**config.mk**
```make
export PLATFORM = sky130hd
export DESIGN_NAME = spi_pixel_cmd_ctrl_flat
export DESIGN_NICKNAME = d
export VERILOG_FILES = /design/src/rtl/spi_pixel_cmd_ctrl_if.sv /design/src/rtl/spi_pixel_cmd_ctrl.sv /design/src/flat_wrapper.sv
export SDC_FILE = /design/constraint.sdc
export NUM_CORES = 1
export LEC_CHECK = 0
export BUFFER_PORTS_ARGS = -buffer_cell sky130_fd_sc_hd__buf_2
export CAP_MARGIN = 20
export CORE_UTILIZATION = 48
export CTS_CLUSTER_SIZE = 20
export DETAILED_ROUTE_END_ITERATION = 12
export PLACE_DENSITY = 0.68
export SYNTH_ARGS = -nofsm -noshare
export SYNTH_HDL_FRONTEND = slang
export SYNTH_SLANG_ARGS = --single-unit
```
**constraint.sdc**
```tcl
create_clock -name clk -period 1.92 [get_ports clk]
set_input_delay 0.384 -clock clk [delete_from_list [all_inputs] [get_ports clk]]
set_output_delay 0.384 -clock clk [all_outputs]
set_load 0.02 [all_outputs]
```
**src/rtl/spi_pixel_cmd_ctrl_if.sv**
```systemverilog
// Purpose : bundles the byte-stream input, driver handshake and pixel-buffer
//           write port of the SPI pixel command sequencer.
// Ports   : master = controller side (drives wr_*, show_start, err);
//           slave  = surrounding system (drives frame/rx/busy/err_clr).
// Latency : n/a (signal bundle only). Backpressure: n/a.
interface spi_pixel_cmd_ctrl_if #(
   parameter int ADDR_W = 6
);
   logic              frame_active;
   logic [7:0]        rx_data;
   logic              rx_ready;
   logic              drv_busy;
   logic              wr_en;
   logic [ADDR_W-1:0] wr_addr;
   logic [23:0]       wr_data;
   logic              show_start;
   logic              err;
   logic              err_clr;

   modport master (
      input  frame_active, rx_data, rx_ready, drv_busy, err_clr,
      output wr_en, wr_addr, wr_data, show_start, err
   );

   modport slave (
      output frame_active, rx_data, rx_ready, drv_busy, err_clr,
      input  wr_en, wr_addr, wr_data, show_start, err
   );
endinterface

```
**src/rtl/spi_pixel_cmd_ctrl.sv**
```systemverilog
// Purpose : parses framed SPI commands (WRITE/SHOW/FILL) into pixel-buffer
//           writes and a pixel-driver start pulse; sticky err on bad input.
// Latency : write one cycle after the B byte strobe; FILL takes NUM_PIXELS
//           cycles; show_start combinational once drv_busy is low.
// Backpr. : no rx backpressure - bytes arriving during FILL/SHOW_WAIT are
//           dropped and flag err; SHOW waits on drv_busy.
// Ports   : clk, rst_n (async active-low), bus (master modport).
module spi_pixel_cmd_ctrl #(
   parameter int NUM_PIXELS = 64,
   parameter int ADDR_W     = 6
) (
   input logic                   clk,
   input logic                   rst_n,
   spi_pixel_cmd_ctrl_if.master  bus
);

   typedef enum logic [3:0] {
      IDLE, W_IDX, W_CNT, W_G, W_R, W_B, F_G, F_R, F_B, FILL, SHOW_WAIT, DISCARD
   } state_t;

   state_t            state, state_d;
   // Pointer is one bit wider than a byte so it can run past 255 without wrapping.
   logic [8:0]        ptr, ptr_d;
   logic [7:0]        cnt, cnt_d;
   logic [7:0]        g, g_d, r, r_d;
   logic              wr_en_q, wr_en_d;
   logic [ADDR_W-1:0] wr_addr_q, wr_addr_d;
   logic [23:0]       wr_data_q, wr_data_d;
   logic              err_q, err_d, err_set;
   logic              rx_ok;

   // Bytes outside a frame are ignored entirely.
   assign rx_ok = bus.rx_ready & bus.frame_active;

   always_ff @(posedge clk or negedge rst_n) begin
      if (!rst_n) begin
         state     <= IDLE;
         ptr       <= '0;
         cnt       <= '0;
         g         <= '0;
         r         <= '0;
         wr_en_q   <= 1'b0;
         wr_addr_q <= '0;
         wr_data_q <= '0;
         err_q     <= 1'b0;
      end else begin
         state     <= state_d;
         ptr       <= ptr_d;
         cnt       <= cnt_d;
         g         <= g_d;
         r         <= r_d;
         wr_en_q   <= wr_en_d;
         wr_addr_q <= wr_addr_d;
         wr_data_q <= wr_data_d;
         err_q     <= err_d;
      end
   end

   always_comb begin
      state_d   = state;
      ptr_d     = ptr;
      cnt_d     = cnt;
      g_d       = g;
      r_d       = r;
      wr_en_d   = 1'b0;
      wr_addr_d = wr_addr_q;
      wr_data_d = wr_data_q;
      err_set   = 1'b0;

      case (state)
         IDLE: begin
            if (rx_ok) begin
               case (bus.rx_data)
                  8'h01:   state_d = W_IDX;
                  8'h02:   state_d = SHOW_WAIT;
                  8'h03:   state_d = F_G;
                  default: begin
                     err_set = 1'b1;
                     state_d = DISCARD;
                  end
               endcase
            end
         end
         W_IDX: if (rx_ok) begin
            ptr_d   = {1'b0, bus.rx_data};
            state_d = W_CNT;
         end
         W_CNT: if (rx_ok) begin
            cnt_d   = bus.rx_data;
            state_d = (bus.rx_data == 8'd0) ? IDLE : W_G;
         end
         W_G: if (rx_ok) begin
            g_d     = bus.rx_data;
            state_d = W_R;
         end
         W_R: if (rx_ok) begin
            r_d     = bus.rx_data;
            state_d = W_B;
         end
         W_B: if (rx_ok) begin
            // Out-of-range pixels are skipped but still consume a count slot.
            if (ptr < 9'(NUM_PIXELS)) begin
               wr_en_d   = 1'b1;
               wr_addr_d = ptr[ADDR_W-1:0];
               wr_data_d = {g, r, bus.rx_data};
            end else begin
               err_set = 1'b1;
            end
            ptr_d   = ptr + 9'd1;
            cnt_d   = cnt - 8'd1;
            state_d = (cnt == 8'd1) ? IDLE : W_G;
         end
         F_G: if (rx_ok) begin
            g_d     = bus.rx_data;
            state_d = F_R;
         end
         F_R: if (rx_ok) begin
            r_d     = bus.rx_data;
            state_d = F_B;
         end
         F_B: if (rx_ok) begin
            wr_en_d   = 1'b1;
            wr_addr_d = '0;
            wr_data_d = {g, r, bus.rx_data};
            state_d   = FILL;
         end
         FILL: begin
            // wr_addr doubles as the fill counter; the write on the bus
            // this cycle is the one at wr_addr_q.
            if (rx_ok) err_set = 1'b1;
            if (wr_addr_q == ADDR_W'(NUM_PIXELS - 1)) begin
               state_d = IDLE;
            end else begin
               wr_en_d   = 1'b1;
               wr_addr_d = wr_addr_q + 1'b1;
            end
         end
         SHOW_WAIT: begin
            if (rx_ok) err_set = 1'b1;
            if (!bus.drv_busy) state_d = IDLE;
         end
         DISCARD: ;
         default: state_d = IDLE;
      endcase

      // Frame end abandons parsing, but FILL and SHOW_WAIT run to completion.
      if (!bus.frame_active && state != FILL && state != SHOW_WAIT) state_d = IDLE;

      // A new error in the same cycle as err_clr leaves err set.
      err_d = (err_q & ~bus.err_clr) | err_set;
   end

   assign bus.wr_en      = wr_en_q;
   assign bus.wr_addr    = wr_addr_q;
   assign bus.wr_data    = wr_data_q;
   assign bus.err        = err_q;
   assign bus.show_start = (state == SHOW_WAIT) && !bus.drv_busy;

endmodule

```
**src/flat_wrapper.sv**
```systemverilog
// flat-port wrapper written by rule: the top's interface ports become plain ports
module spi_pixel_cmd_ctrl_flat 
#(
   parameter int NUM_PIXELS = 64,
   parameter int ADDR_W     = 6
)
  (clk, rst_n, bus_frame_active, bus_rx_data, bus_rx_ready, bus_drv_busy, bus_err_clr, bus_wr_en, bus_wr_addr, bus_wr_data, bus_show_start, bus_err);
  spi_pixel_cmd_ctrl_if #(.ADDR_W(ADDR_W)) bus_i ();
  input logic clk;
  input logic rst_n;
  input wire logic [$bits(bus_i.frame_active)-1:0] bus_frame_active;
  input wire logic [$bits(bus_i.rx_data)-1:0] bus_rx_data;
  input wire logic [$bits(bus_i.rx_ready)-1:0] bus_rx_ready;
  input wire logic [$bits(bus_i.drv_busy)-1:0] bus_drv_busy;
  input wire logic [$bits(bus_i.err_clr)-1:0] bus_err_clr;
  output wire logic [$bits(bus_i.wr_en)-1:0] bus_wr_en;
  output wire logic [$bits(bus_i.wr_addr)-1:0] bus_wr_addr;
  output wire logic [$bits(bus_i.wr_data)-1:0] bus_wr_data;
  output wire logic [$bits(bus_i.show_start)-1:0] bus_show_start;
  output wire logic [$bits(bus_i.err)-1:0] bus_err;
  assign bus_i.frame_active = bus_frame_active;
  assign bus_i.rx_data = bus_rx_data;
  assign bus_i.rx_ready = bus_rx_ready;
  assign bus_i.drv_busy = bus_drv_busy;
  assign bus_i.err_clr = bus_err_clr;
  assign bus_wr_en = bus_i.wr_en;
  assign bus_wr_addr = bus_i.wr_addr;
  assign bus_wr_data = bus_i.wr_data;
  assign bus_show_start = bus_i.show_start;
  assign bus_err = bus_i.err;
  spi_pixel_cmd_ctrl #(.NUM_PIXELS(NUM_PIXELS), .ADDR_W(ADDR_W)) u_core (.clk(clk), .rst_n(rst_n), .bus(bus_i));
endmodule
```
# Yosys cells after proc, flatten, opt, wreduce, memory -nomap -nowiden
# Index checks and enable logic that the tools add are counted.
[totals]
memories = 0
output_inout_bits = 33
in_bits = 14
ram_bits = 0
romBits = 0
elab_cells = 116
latch_bits = 0
register_bits = 69
[classes]
div = 0
multipliers = 0
n_reduce_logical = 22
n_eq_ne = 36
n_lt_le_gt_ge = 1
n_addsub = 3
n_mux = 41
n_bitwise = 4
shift = 0
[op_table]
columns = ["op", "n"]
rows = [
  ["$mux 24", 3],
  ["$mux 4", 12],
  ["$pmux 24 s2", 1],
  ["$pmux 4 s12", 1],
  ["$ne 3x1->1 const B", 10],
  ["$mux 6", 4],
  ["$mux 9", 2],
  ["$pmux 6 s3", 1],
  ["$pmux 9 s2", 1],
  ["$eq 4x3->1 const B", 4],
  ["$eq 4x4->1 const B", 4],
  ["$eq 8x1->1 const B", 2],
  ["$eq 8x2->1 const B", 2],
  ["$mux 8", 2],
  ["$pmux 8 s2", 1],
  ["$ne 2x1->1 const B", 6],
  ["$pmux 4 s3", 1],
  ["$reduce_and 12->1", 1],
  ["$add 9x1->9 const B", 1],
  ["$lt 9x7->1 const B", 1],
  ["$eq 4x2->1 const B", 2],
  ["$logic_not 8->1", 1],
  ["$mux 1", 8],
  ["$ne 4x4->1 const B", 2],
  ["other kinds (22)", 34],
]

# Depth between registers and ports, before layout
[depth]
ltp_word = 6
ltp_mapped = 8
mapped_depth_nobuf = 7

# Worst setup path after synthesis
# No wires, ideal clock.
[synth_timing]
path_type = "reg2reg"
from = "register u_core.wr_addr_q[0], in the netlist u_core.bus.wr_addr[0]"
to = "register u_core.state[0]"
setup_time_ns = 0.076
arrival_ns = 1.735
path_buffers = 0
stages_incl_launch_ff = 7
setup_slack_ns = 0.108
cell_sequence = "dfrtp_1 ha_1 and3_1 a31oi_2 a221o_1 or2_1 o21ai_1"
[synth_between]
elab_chain_len = 3
[synth_lines]
columns = ["element", "line_no", "rtl"]
rows = [
  ["start: declaration", "spi_pixel_cmd_ctrl.sv:27", "logic [ADDR_W-1:0] wr_addr_q, wr_addr_d;"],
  ["start signal: assignment", "spi_pixel_cmd_ctrl.sv:53", "wr_addr_q <= wr_addr_d;"],
  ["$eq 6x6->1", "spi_pixel_cmd_ctrl.sv:131", "if (wr_addr_q == ADDR_W'(NUM_PIXELS - 1)) begin"],
  ["$ne 3x1->1 (no line)", "n/a", ""],
  ["$reduce_and 12->1 (no line)", "n/a", ""],
  ["end signal: assignment", "spi_pixel_cmd_ctrl.sv:47", "state <= state_d;"],
  ["end: declaration", "spi_pixel_cmd_ctrl.sv:21", "state_t state, state_d;"],
]
# Every way passes these cells.
# A chain may end at the register's enable or synchronous reset.

# Worst setup path in the final report
[layout_timing]
from = "register u_core.state[0]"
to = "output port bus_show_start"
[layout_between]
elab_chain_len = 2
[layout_lines]
columns = ["element", "line_no", "rtl"]
rows = [
  ["$eq 4x4->1", "spi_pixel_cmd_ctrl.sv:157", "assign bus.show_start = (state == SHOW_WAIT) && !bus.drv_busy;"],
  ["$logic_and 1x1->1", "spi_pixel_cmd_ctrl.sv:157", ""],
  ["end: declaration", "flat_wrapper.sv:19", "output wire logic [$bits(bus_i.show_start)-1:0] bus_show_start;"],
]
# Every way passes these cells.

==> metrics.md <==
| Metric | Value |
|---|---|
| Status | finished clean |
| Net Count, Synth | 338 |
| Initial Utilization | 50.26% |
| Post-route clock period utilization | 94.22% |
| Crit path DAT | 1.42 ns |
| Startpoint types | register |
| Global-route wire length before repair | 12620 um |
| Power Internal | 3.679 mW |
| Final Cell Area | 4151 um2 |
| Share of layout cells above drive strength 1 | 38.27% |
| Met2 Use GR | 32.57% |
| Largest net degree at the start of global routing | 48 |
| NetSw | 2.451 mW |
| Worst-Skew Late Latency | 0.35 ns |
| DP Area | 3899 um2 |
| Ant. Diodes | 0 |
| Peak Freq | 0.5528 GHz |
| Worst reg2reg path startpoint | u_core.state[0] |
| Clk network pwr share | 18.4% |
| Peak VDD IR | 0.0007300 V |
| Vias per Instance | 5.512 |
| Die Wd | 86.81 um |
| Dpl hpwl | 5221 um |
| Most frequent cells after synthesis | 69 x dfrtp_1, 40 x mux2_2, 28 x nor2_1 |
| Post-Route WL | 7488 um |
| RSZ-0062 raised after global routing | true |
| Number of H-tree levels | 3 |
| Area occupied by multi-input gates | 1612 um2 |
| Post-Syn Instances | 320 |
| Req. time, crit path | 1.54 ns |
| Sequential Power Share | 41.1% |
| Cts hold-fix bufs | 0 |
| CTS max path bufs | 2 |
| Synthesized area per cell | 10.79 um2 |
| Core area | 6869 um2 |
| Reg-to-Reg End | u_core.g[5] |
| Worst hold path class | input port to asynchronous set/reset pin |
| R2R cell count | 6 |
| # DRC | 0 |
| Slew @ Worst Pin | 0.6008 ns |
| Crit end category | output port |
| Port Buf Inserts | 46 |
| DIE AREA | 7535 um2 |
| Top FF cell, synth | dfrtp_1 |
| Area share of the largest cell type after synthesis | 50.02% |
| Netlist cell types | 56 |
| GRT Max-Usage Layer | met2 |
| Setup_tns | 0 ns |
| Rows | 30 |
| Critical path class | register to output port |
| Min Clock Period, post-route | 1.809 ns |
| Die Y | 86.81 um |
| DR iter-0 viols | 177 |
| CTS Root Cell | clkbuf_8 |
| WL per Instance | 15.34 um |
| Detail Route Antenna Nets | 0 |
| NumNets Final | 405 |
| Static Leak | 1.910 nW |
| Post-Syn Area | 3452 um2 |
| Largest fanout on the critical path | 3 |
| Area grow syn2layout | 20.26% |
| CTS sink cnt | 69 |
| Pwr Total | 6.130 mW |
| Power density cells | 1477 nW/um2 |
| Post-synth EDFFs | 0 |
| Asr flop ratio synth | 100.0% |
| Final core utilization | 60.44% |
| Antenna violations before repair | 0 |
| Ports | 47 |
| Synthesis Warnings | 0 |
| Routability cong. | 0.8310 |
| Met3 Use GR | 3.619% |
| FF/Latch Area | 1732 um2 |
| GRT overflow | 0 |
| Clk_skew | 0.01066 ns |
| Part of the power in combinational logic | 40.5% |
| Final hold vios | 0 |
| Synth Register Bits | 69 |
| WHS | 0.01551 ns |
| Synth top area cells | dfrtp_1 50%, mux2_2 13%, a21oi_1 3.8% |
| Fin. max-slew vios | 0 |
| Area leader, netlist | dfrtp_1 |
| Cell with the most instances after synthesis | dfrtp_1 |
| Setup violators final | 0 |
| TritonCTS Buffers | 9 |
| R2r setup slk | 0.12 ns |
| Via count | 2690 |
| Reg clk slew, reported paths | 0.09 ns |
| # fillers | 586 |
| TritonRoute pass-1 iters | 5 |
| Sequential share of the synthesized area | 50.02% |
| M1 GR Usage | 32.32% |
| Vias in the first global route | 2504 |
| Max-cap viol count | 0 |
| Max transition margin | 59.95% |
| Switching share of power | 39.99% |
| Tot GR Track Use | 21.97% |
| CTS tree | done |
flip-flops by register name (all words and copies together), names as in the netlist:
register,count
u_core.bus.err,1
u_core.g,8
u_core.bus.wr_data,24
u_core.cnt,8
u_core.bus.wr_addr,6
u_core.r,8
u_core.state,4
u_core.bus.wr_en,1
u_core.ptr,9
worst max path at each step:
stage	start	endpoint	depth (start not counted)
2_1_floorplan	u_core.bus.wr_addr[0]	u_core.state[0]	6
3_3_place_gp	bus_rx_data[4]	u_core.state[1]	7
3_5_place_dp	bus_rx_data[4]	u_core.state[1]	7
4_1_cts	u_core.state[1]	bus_show_start	4
5_1_grt	u_core.state[1]	bus_show_start	4
6_report	u_core.state[0]	bus_show_start	4
power groups by stage:
stage / Sequential (mW) / Combinational, mW / Clock, mW
2_1_floorplan: 2.78 / 1.38 / 0
3_3_place_gp: 2.55 / 2.34 / 0
3_5_place_dp: 2.57 / 2.36 / 0
4_1_cts: 2.52 / 2.45 / 1.16
5_1_grt: 2.62 / 2.73 / 1.23
6_report: 2.52 / 2.48 / 1.13
kinds of logic (layout without fill, tap and decap cells):
| logic type | after synthesis | in the layout | share of synthesized area (%) |
|---|---|---|---|
| buffers and inverters | 25 | 97 | 3.588 |
| AO/OA/AOI/OAI | 80 | 80 | 14.86 |
| flip-flops | 69 | 69 | 50.02 |
| multiplexers | 43 | 43 | 13.95 |
| XOR/XNOR | 1 | 1 | 0.2538 |
| adder cells (fa/ha/maj) | 4 | 4 | 1.450 |
| AND/OR/NAND/NOR | 98 | 98 | 15.88 |
cells in the final DEF (no fill, tap or decap), types with 8 or more instances in the layout:
cell / count
a21oi_1: 26
buf_2: 46
buf_4: 22
clkbuf_8: 9
dfrtp_1: 65
mux2_2: 40
nand2_1: 19
nand3_1: 8
nor2_1: 28
o21ai_0: 14
o22ai_1: 8
stage by stage:
stage,setup slack (ns),std cells
floorplan,0.1084,320
global placement,-0.05242,467
detailed placement,0.003217,467
CTS,0.01551,486
global route,-0.01837,488
finish,0.1110,488
area by class of cell:
| class | instances | area share [%] |
|---|---|---|
| Tap cell | 96 | 2.893 |
| Clock buffer | 9 | 2.984 |
| Sequential cell | 69 | 41.71 |
| Clock inverter | 7 | 1.507 |
| Timing Repair Buffer | 73 | 11.36 |
| Inverter | 8 | 0.7233 |
| Multi-Input combinational cell | 226 | 38.82 |
critical path: stages, from the launching register on:
cell and delay, ns:
dfrtp_2 0.44, nor2b_1 0.14, nor2b_2 0.20, nor2b_1 0.14, buf_2 0.16
metal layers:
layer	up-vias	routed length (um)
met1	1312	3600
met3	7	313
met4	0	76
met2	63	3498
met5	-	0
li1	1308	-
timing repair:
item | in CTS | in global routing
resized for setup | 4 | 4
pin swaps | 0 | 0
endpoints found under the setup margin | 1 | 4
setup buffers | 3 | 2
Power figures use the tool's default switching activity.
